===== config.mk =====
export PLATFORM = sky130hd
export DESIGN_NAME = swim_rx
export DESIGN_NICKNAME = d
export VERILOG_FILES = /design/src/rtl/swim_rx_pkg.sv /design/src/rtl/swim_bit_sampler.sv /design/src/rtl/swim_rx.sv
export SDC_FILE = /design/constraint.sdc
export NUM_CORES = 1
export LEC_CHECK = 0
export ABC_AREA = 1
export BUFFER_PORTS_ARGS = -buffer_cell sky130_fd_sc_hd__buf_2
export CAP_MARGIN = 15
export CORE_ASPECT_RATIO = 1.75
export CORE_MARGIN = 2
export CORE_UTILIZATION = 45
export DETAILED_ROUTE_END_ITERATION = 16
export PLACE_DENSITY_LB_ADDON = 0.2
export SETUP_SLACK_MARGIN = 0.05
export SYNTH_ARGS = -nofsm -noshare
export SYNTH_HDL_FRONTEND = slang
export SYNTH_SLANG_ARGS = --single-unit

===== constraint.sdc =====
create_clock -name clk -period 4.7 [get_ports clk]
set_input_delay 0.94 -clock clk [delete_from_list [all_inputs] [get_ports clk]]
set_output_delay 0.94 -clock clk [all_outputs]
set_load 0.005 [all_outputs]

===== src/rtl/swim_rx_pkg.sv =====
// rtl/swim_rx_pkg.sv - SWIM receiver state encodings and line timing constants
package swim_rx_pkg;

  typedef enum logic [1:0] {
    ST_IDLE   = 2'd0,
    ST_START  = 2'd1,
    ST_DATA   = 2'd2,
    ST_PARITY = 2'd3
  } rx_state_e;

  localparam int CNT_W = 10;
  localparam logic [CNT_W-1:0] CNT_MAX = '1;

  // Nominal low-speed SWIM timing at 48 MHz, shared with the transmitter
  localparam int BIT_PERIOD = 132;
  localparam int SHORT_LOW  = 12;
  localparam int LONG_LOW   = 120;

endpackage


===== src/rtl/swim_bit_sampler.sv =====
// rtl/swim_bit_sampler.sv - pad synchronizer, edge detect and low-pulse classifier
module swim_bit_sampler
  import swim_rx_pkg::*;
#(
  parameter int BIT_THRESH = 66,
  parameter int MIN_LOW    = 3,
  parameter int LINE_RST   = 600
) (
  input  logic clk,
  input  logic reset_n,
  input  logic swim_in,
  output logic fall,
  output logic line_hi,
  output logic bit_stb,
  output logic bit_val,
  output logic glitch,
  output logic lrst_stb
);

  localparam logic [CNT_W-1:0] THRESH_C = CNT_W'(BIT_THRESH);
  localparam logic [CNT_W-1:0] MIN_C    = CNT_W'(MIN_LOW);
  localparam logic [CNT_W-1:0] LRST_C   = CNT_W'(LINE_RST);

  logic             s1_q, s2_q, s3_q;
  logic             fall_q, rise_q;
  logic [CNT_W-1:0] low_cnt_q, low_cnt_d;

  always_ff @(posedge clk or negedge reset_n) begin
    if (!reset_n) begin
      s1_q      <= 1'b1;
      s2_q      <= 1'b1;
      s3_q      <= 1'b1;
      fall_q    <= 1'b0;
      rise_q    <= 1'b0;
      low_cnt_q <= '0;
    end else begin
      s1_q      <= swim_in;
      s2_q      <= s1_q;
      s3_q      <= s2_q;
      fall_q    <= s3_q & ~s2_q;
      rise_q    <= ~s3_q & s2_q;
      low_cnt_q <= low_cnt_d;
    end
  end

  // Loading 1 on fall makes the count at rise equal the pad low width exactly
  always_comb begin
    low_cnt_d = low_cnt_q;
    if (fall_q) begin
      low_cnt_d = CNT_W'(1);
    end else if (!s3_q && low_cnt_q != CNT_MAX) begin
      low_cnt_d = low_cnt_q + 1'b1;
    end
  end

  assign fall     = fall_q;
  assign line_hi  = s3_q;
  assign glitch   = rise_q && (low_cnt_q < MIN_C);
  assign lrst_stb = rise_q && (low_cnt_q >= LRST_C);
  assign bit_stb  = rise_q && !glitch && !lrst_stb;
  assign bit_val  = (low_cnt_q < THRESH_C);

endmodule


===== src/rtl/swim_rx.sv =====
// rtl/swim_rx.sv - SWIM low-speed frame receiver with valid/ready byte output
module swim_rx
  import swim_rx_pkg::*;
#(
  parameter int BIT_THRESH = 66,
  parameter int MIN_LOW    = 3,
  parameter int LINE_RST   = 600,
  parameter int TIMEOUT    = 1023
) (
  input  logic       clk,
  input  logic       reset_n,
  input  logic       rx_en,
  input  logic       swim_in,
  output logic [7:0] rx_data,
  output logic       rx_perr,
  output logic       rx_valid,
  input  logic       rx_ready,
  output logic       frame_err,
  output logic       overrun,
  output logic       line_rst,
  output logic       busy
);

  localparam logic [CNT_W-1:0] TIMEOUT_C = CNT_W'(TIMEOUT);

  rx_state_e        state_q, state_d;
  logic [2:0]       idx_q, idx_d;
  logic [7:0]       shift_q, shift_d;
  logic [CNT_W-1:0] hi_cnt_q, hi_cnt_d;
  logic [7:0]       data_q;
  logic             perr_q, valid_q, ferr_q, ovr_q, lrst_q;
  logic             fall, line_hi, bit_stb, bit_val, glitch, lrst_stb;
  logic             timeout, done, done_perr, ferr_d;

  swim_bit_sampler #(
    .BIT_THRESH(BIT_THRESH),
    .MIN_LOW   (MIN_LOW),
    .LINE_RST  (LINE_RST)
  ) u_sampler (
    .clk     (clk),
    .reset_n (reset_n),
    .swim_in (swim_in),
    .fall    (fall),
    .line_hi (line_hi),
    .bit_stb (bit_stb),
    .bit_val (bit_val),
    .glitch  (glitch),
    .lrst_stb(lrst_stb)
  );

  assign timeout = (state_q != ST_IDLE) && (hi_cnt_q == TIMEOUT_C);

  always_ff @(posedge clk or negedge reset_n) begin
    if (!reset_n) begin
      state_q  <= ST_IDLE;
      idx_q    <= '0;
      shift_q  <= '0;
      hi_cnt_q <= '0;
    end else begin
      state_q  <= state_d;
      idx_q    <= idx_d;
      shift_q  <= shift_d;
      hi_cnt_q <= hi_cnt_d;
    end
  end

  always_comb begin
    state_d  = state_q;
    idx_d    = idx_q;
    shift_d  = shift_q;
    hi_cnt_d = hi_cnt_q;
    if (state_q == ST_IDLE || fall) begin
      hi_cnt_d = '0;
    end else if (line_hi && hi_cnt_q != CNT_MAX) begin
      hi_cnt_d = hi_cnt_q + 1'b1;
    end
    if (!rx_en || lrst_stb || timeout) begin
      state_d = ST_IDLE;
    end else begin
      case (state_q)
        ST_IDLE:   if (fall) state_d = ST_START;
        // A sub-threshold pulse after idle was never a start bit
        ST_START: begin
          if (glitch) begin
            state_d = ST_IDLE;
          end else if (bit_stb) begin
            state_d = bit_val ? ST_DATA : ST_IDLE;
            idx_d   = 3'd7;
          end
        end
        ST_DATA: begin
          if (bit_stb) begin
            shift_d = {shift_q[6:0], bit_val};
            idx_d   = idx_q - 3'd1;
            if (idx_q == 3'd0) state_d = ST_PARITY;
          end
        end
        ST_PARITY: if (bit_stb) state_d = ST_IDLE;
        default:   state_d = ST_IDLE;
      endcase
    end
  end

  always_comb begin
    done      = rx_en && !lrst_stb && !timeout && (state_q == ST_PARITY) && bit_stb;
    ferr_d    = rx_en && !lrst_stb &&
                (timeout || ((state_q == ST_START) && bit_stb && !bit_val));
    done_perr = bit_val ^ (^shift_q);
    busy      = (state_q != ST_IDLE);
  end

  always_ff @(posedge clk or negedge reset_n) begin
    if (!reset_n) begin
      data_q  <= '0;
      perr_q  <= 1'b0;
      valid_q <= 1'b0;
      ferr_q  <= 1'b0;
      ovr_q   <= 1'b0;
      lrst_q  <= 1'b0;
    end else begin
      ferr_q <= ferr_d;
      lrst_q <= lrst_stb;
      ovr_q  <= done && valid_q && !rx_ready;
      if (done && (!valid_q || rx_ready)) begin
        data_q  <= shift_q;
        perr_q  <= done_perr;
        valid_q <= 1'b1;
      end else if (valid_q && rx_ready) begin
        valid_q <= 1'b0;
      end
    end
  end

  assign rx_data   = data_q;
  assign rx_perr   = perr_q;
  assign rx_valid  = valid_q;
  assign frame_err = ferr_q;
  assign overrun   = ovr_q;
  assign line_rst  = lrst_q;

endmodule

==> summary.md <==
| Metric | Value |
|---|---|
| Status | finished, final reports clean |
| Average size of a mapped cell | 8.464 sq um |
| Sequential cell area | 0.001280 sq mm |
| Total CTS buffers | 5 |
| Hold crit path type | reg -> reg |
| Final net count | 361 |
| Final wirelength | 5060 microns |
| I/O Pins | 19 |
| Remaining global-route overflow | 0 |
| Synthesis-stage register bit count | 51 |
| I/O Buffers | 18 |
| Post-DR wirelength/cell | 11.88 microns |
| Slew of the pin with the lowest slew margin | 0.6386 ns |
| Post-DR vias/cell | 4.897 |
| Root buffer cell | clkbuf_8 |
| Htree depth | 2 |
| First-pass GRT wire length | 8728 microns |
| Non-Filler Instances | 426 |
| Tot Pwr | 1.073 mW |
| Fill count | 579 |
| Area of the multi-input gates | 0.001251 sq mm |
| Vias in the first global route | 2,038 |
| Unique masters post-synth | 33 |
| Kind of critical path | reg -> out |
| Fin crit share | 47.59% |
| Via count | 2,086 |
| Number of synthesized flops with an enable pin | 0 |
| Post-synthesis instance area | 0.002734 sq mm |
| Slew Viols, Final | 0 |
| Synth top area cells | dfrtp_1 (44%), nand2_1 (9.9%), inv_1 (5.6%) |
| Layout Skew | 0.008660 ns |
| FF-to-FF End | hi_cnt_q[9] |
| Power Dens Cells | 356.5 mW/mm^2 |
| Crit end category | primary output |
| Ys flop type | dfrtp_1 |
| DRT iter0 DRCs | 75 |
| Worst EP required | 3.76 ns |
| Pre-CTS WS | 2.788 ns |
| Cts hold-fix bufs | 0 |
| Share of layout cells above drive strength 1 | 18.68% |
| Setup ws final | 2.463 ns |
| Hold_sp | u_sampler.s1_q |
| Inst Count DP | 418 |
| Post-synth top area cell | dfrtp_1 |
| # diodes | 0 |
| Max VDD drop | 196.6 uV |
| Post-synth top area share | 43.94% |
| Min cycle time layout | 2.237 ns |
| Num rows | 37 |
| CP arrival | 1.30 ns |
| Hold path endpoint | u_sampler.s2_q |
| Die Width | 62.92 microns |
| Post_cts resized | 0 |
| DRC Markers | 0 |
| Seq/Total Area, Yosys | 46.82% |
| R2r worst-path depth | 9 |
| Layout area overhead | 10.07% |
| Post-CTS setup buffers | 0 |
| Rel. slew slack | 57.42% |
| Unrepaired setup endpoints after global routing | false |
| CTS Buffer Depth | 2 |
| Largest net degree at the start of global routing | 52 |
| Post-Syn Nets | 337 |
| DRT antenna net count | 0 |
| Gr usage total | 16.32% |
| Starting Density | 46.50% |
| CP startpoint kind | flop |
| Routability cong. | 0.7889 |
| Core Box Area | 0.005879 sq mm |
| Largest fanout on the critical path | 6 |
| Yosys warns | 0 |
| Clock latency on the worst-skew pair | 0.30 ns |
| Worst reg2reg path startpoint | state_q[0] |
| Die height | 107.1 microns |
| Lkg Pwr | 1.492 nW |
| Setup_tns | 0 ns |
| Async SR Flop Fraction | 100.0% |
| Clock Sinks | 51 |
| Synth Instances | 323 |
| Clock transition at path regs | 0.08 ns |
| Achievable Freq | 447.0 MHz |
| Final Hold Violating Endpoints | 0 |
| Die area | 0.006739 sq mm |
| Max-Cap Viols | 0 |
| Endpoints failing setup | 0 |
| Hpwl dp | 3779 microns |
| CTS tree | yes |
| R2r setup slk | 2.79 ns |
| Worst hold path cell count | 0 |
| First-pass iteration count of the detailed router | 4 |
| Initial antenna violation count | 0 |
state kept, by name, summed over array words and instances, names as in the netlist, 2 cells and up:
register	flops
hi_cnt_q	10
state_q	2
u_sampler.low_cnt_q	10
idx_q	3
shift_q	8
rx_data	8
through the flow:
step	util [%]	hold WS (ns)	cell area, sq um
after floorplan	-	0.3452	2734
after global placement	49.37	0.3457	2903
after detailed placement	49.37	0.3521	2903
after CTS	51.18	0.3653	3009
after global routing	51.18	0.3671	3009
final	51.18	0.3618	3009
worst max-delay path by stage:
stage	from	endpoint	slack [ns]	cells after the start
finish	state_q[0]	busy	2.46	4
detailed placement	state_q[0]	busy	2.79	4
CTS	state_q[0]	busy	2.45	4
global placement	rx_en	rx_data[7]	2.82	6
global route	state_q[0]	busy	2.37	4
floorplan	state_q[0]	busy	2.98	3
cells in the mapped netlist, drive strengths merged, types with 2 or more instances:
cell type	n
nand2	81
dfrtp	48
inv	46
o21ai	35
nor2	32
nand3	26
a21oi	12
ha	9
nor3	6
nand4	5
xnor2	5
dfstp	3
xor2	3
buf	2
o21bai	2
o31ai	2
or2	2
power by group:
| group | switching [mW] | internal (mW) | total (mW) | leakage [nW] |
|---|---|---|---|---|
| Clock | 0.137 | 0.159 | 0.296 | 0.0524 |
| Combinational | 0.172 | 0.0951 | 0.268 | 0.752 |
| Sequential | 0.0324 | 0.477 | 0.509 | 0.687 |
| Total | 0.342 | 0.731 | 1.07 | 1.49 |
kinds of logic (layout without fill, tap and decap cells):
logic type | after synthesis | after routing | synth area share [%]
AND/OR/NAND/NOR | 153 | 153 | 27.64
AO/OA/AOI/OAI | 53 | 53 | 11.44
flip-flops | 51 | 51 | 46.82
buffers and inverters | 49 | 74 | 7.414
adder cells (fa/ha/maj) | 9 | 9 | 4.119
XOR/XNOR | 8 | 8 | 2.563
area by class of cell:
class	count	area share (%)
Multi-Input combinational cell	223	41.58
Timing Repair Buffer	19	3.243
Clock inverter	1	0.9979
Tap cell	78	3.243
Inverter	47	5.863
Clock buffer	7	2.536
Sequential cell	51	42.54
layer usage:
layer | track usage, % | up-vias | routed length [microns]
li1 | - | 1077 | -
met1 | 17.04 | 981 | 2091
met2 | 31.46 | 23 | 2773
met3 | 2.938 | 5 | 113
met4 | 6.349 | 0 | 82
met5 | 0 | - | 0
worst max-delay path, stage by stage, from the launching register on:
cell     delay, ns
dfrtp_1       0.44
inv_1         0.09
ha_1          0.23
inv_1         0.12
buf_2         0.13
placed cells by master (no fill, tap or decap), drive strengths merged:
cell type	instances
o21bai	2
nor2	32
ha	9
a31oi	1
nand4	5
clkinv	1
o21ai	35
dfrtp	48
nand3	26
nor3	6
inv	46
bufinv	1
xnor2	5
o31ai	2
nand2	81
o21a	1
clkbuf	7
xor2	3
or2	2
a21oi	12
buf	19
nand3b	1
dfstp	3
Power figures use the tool's default switching activity.
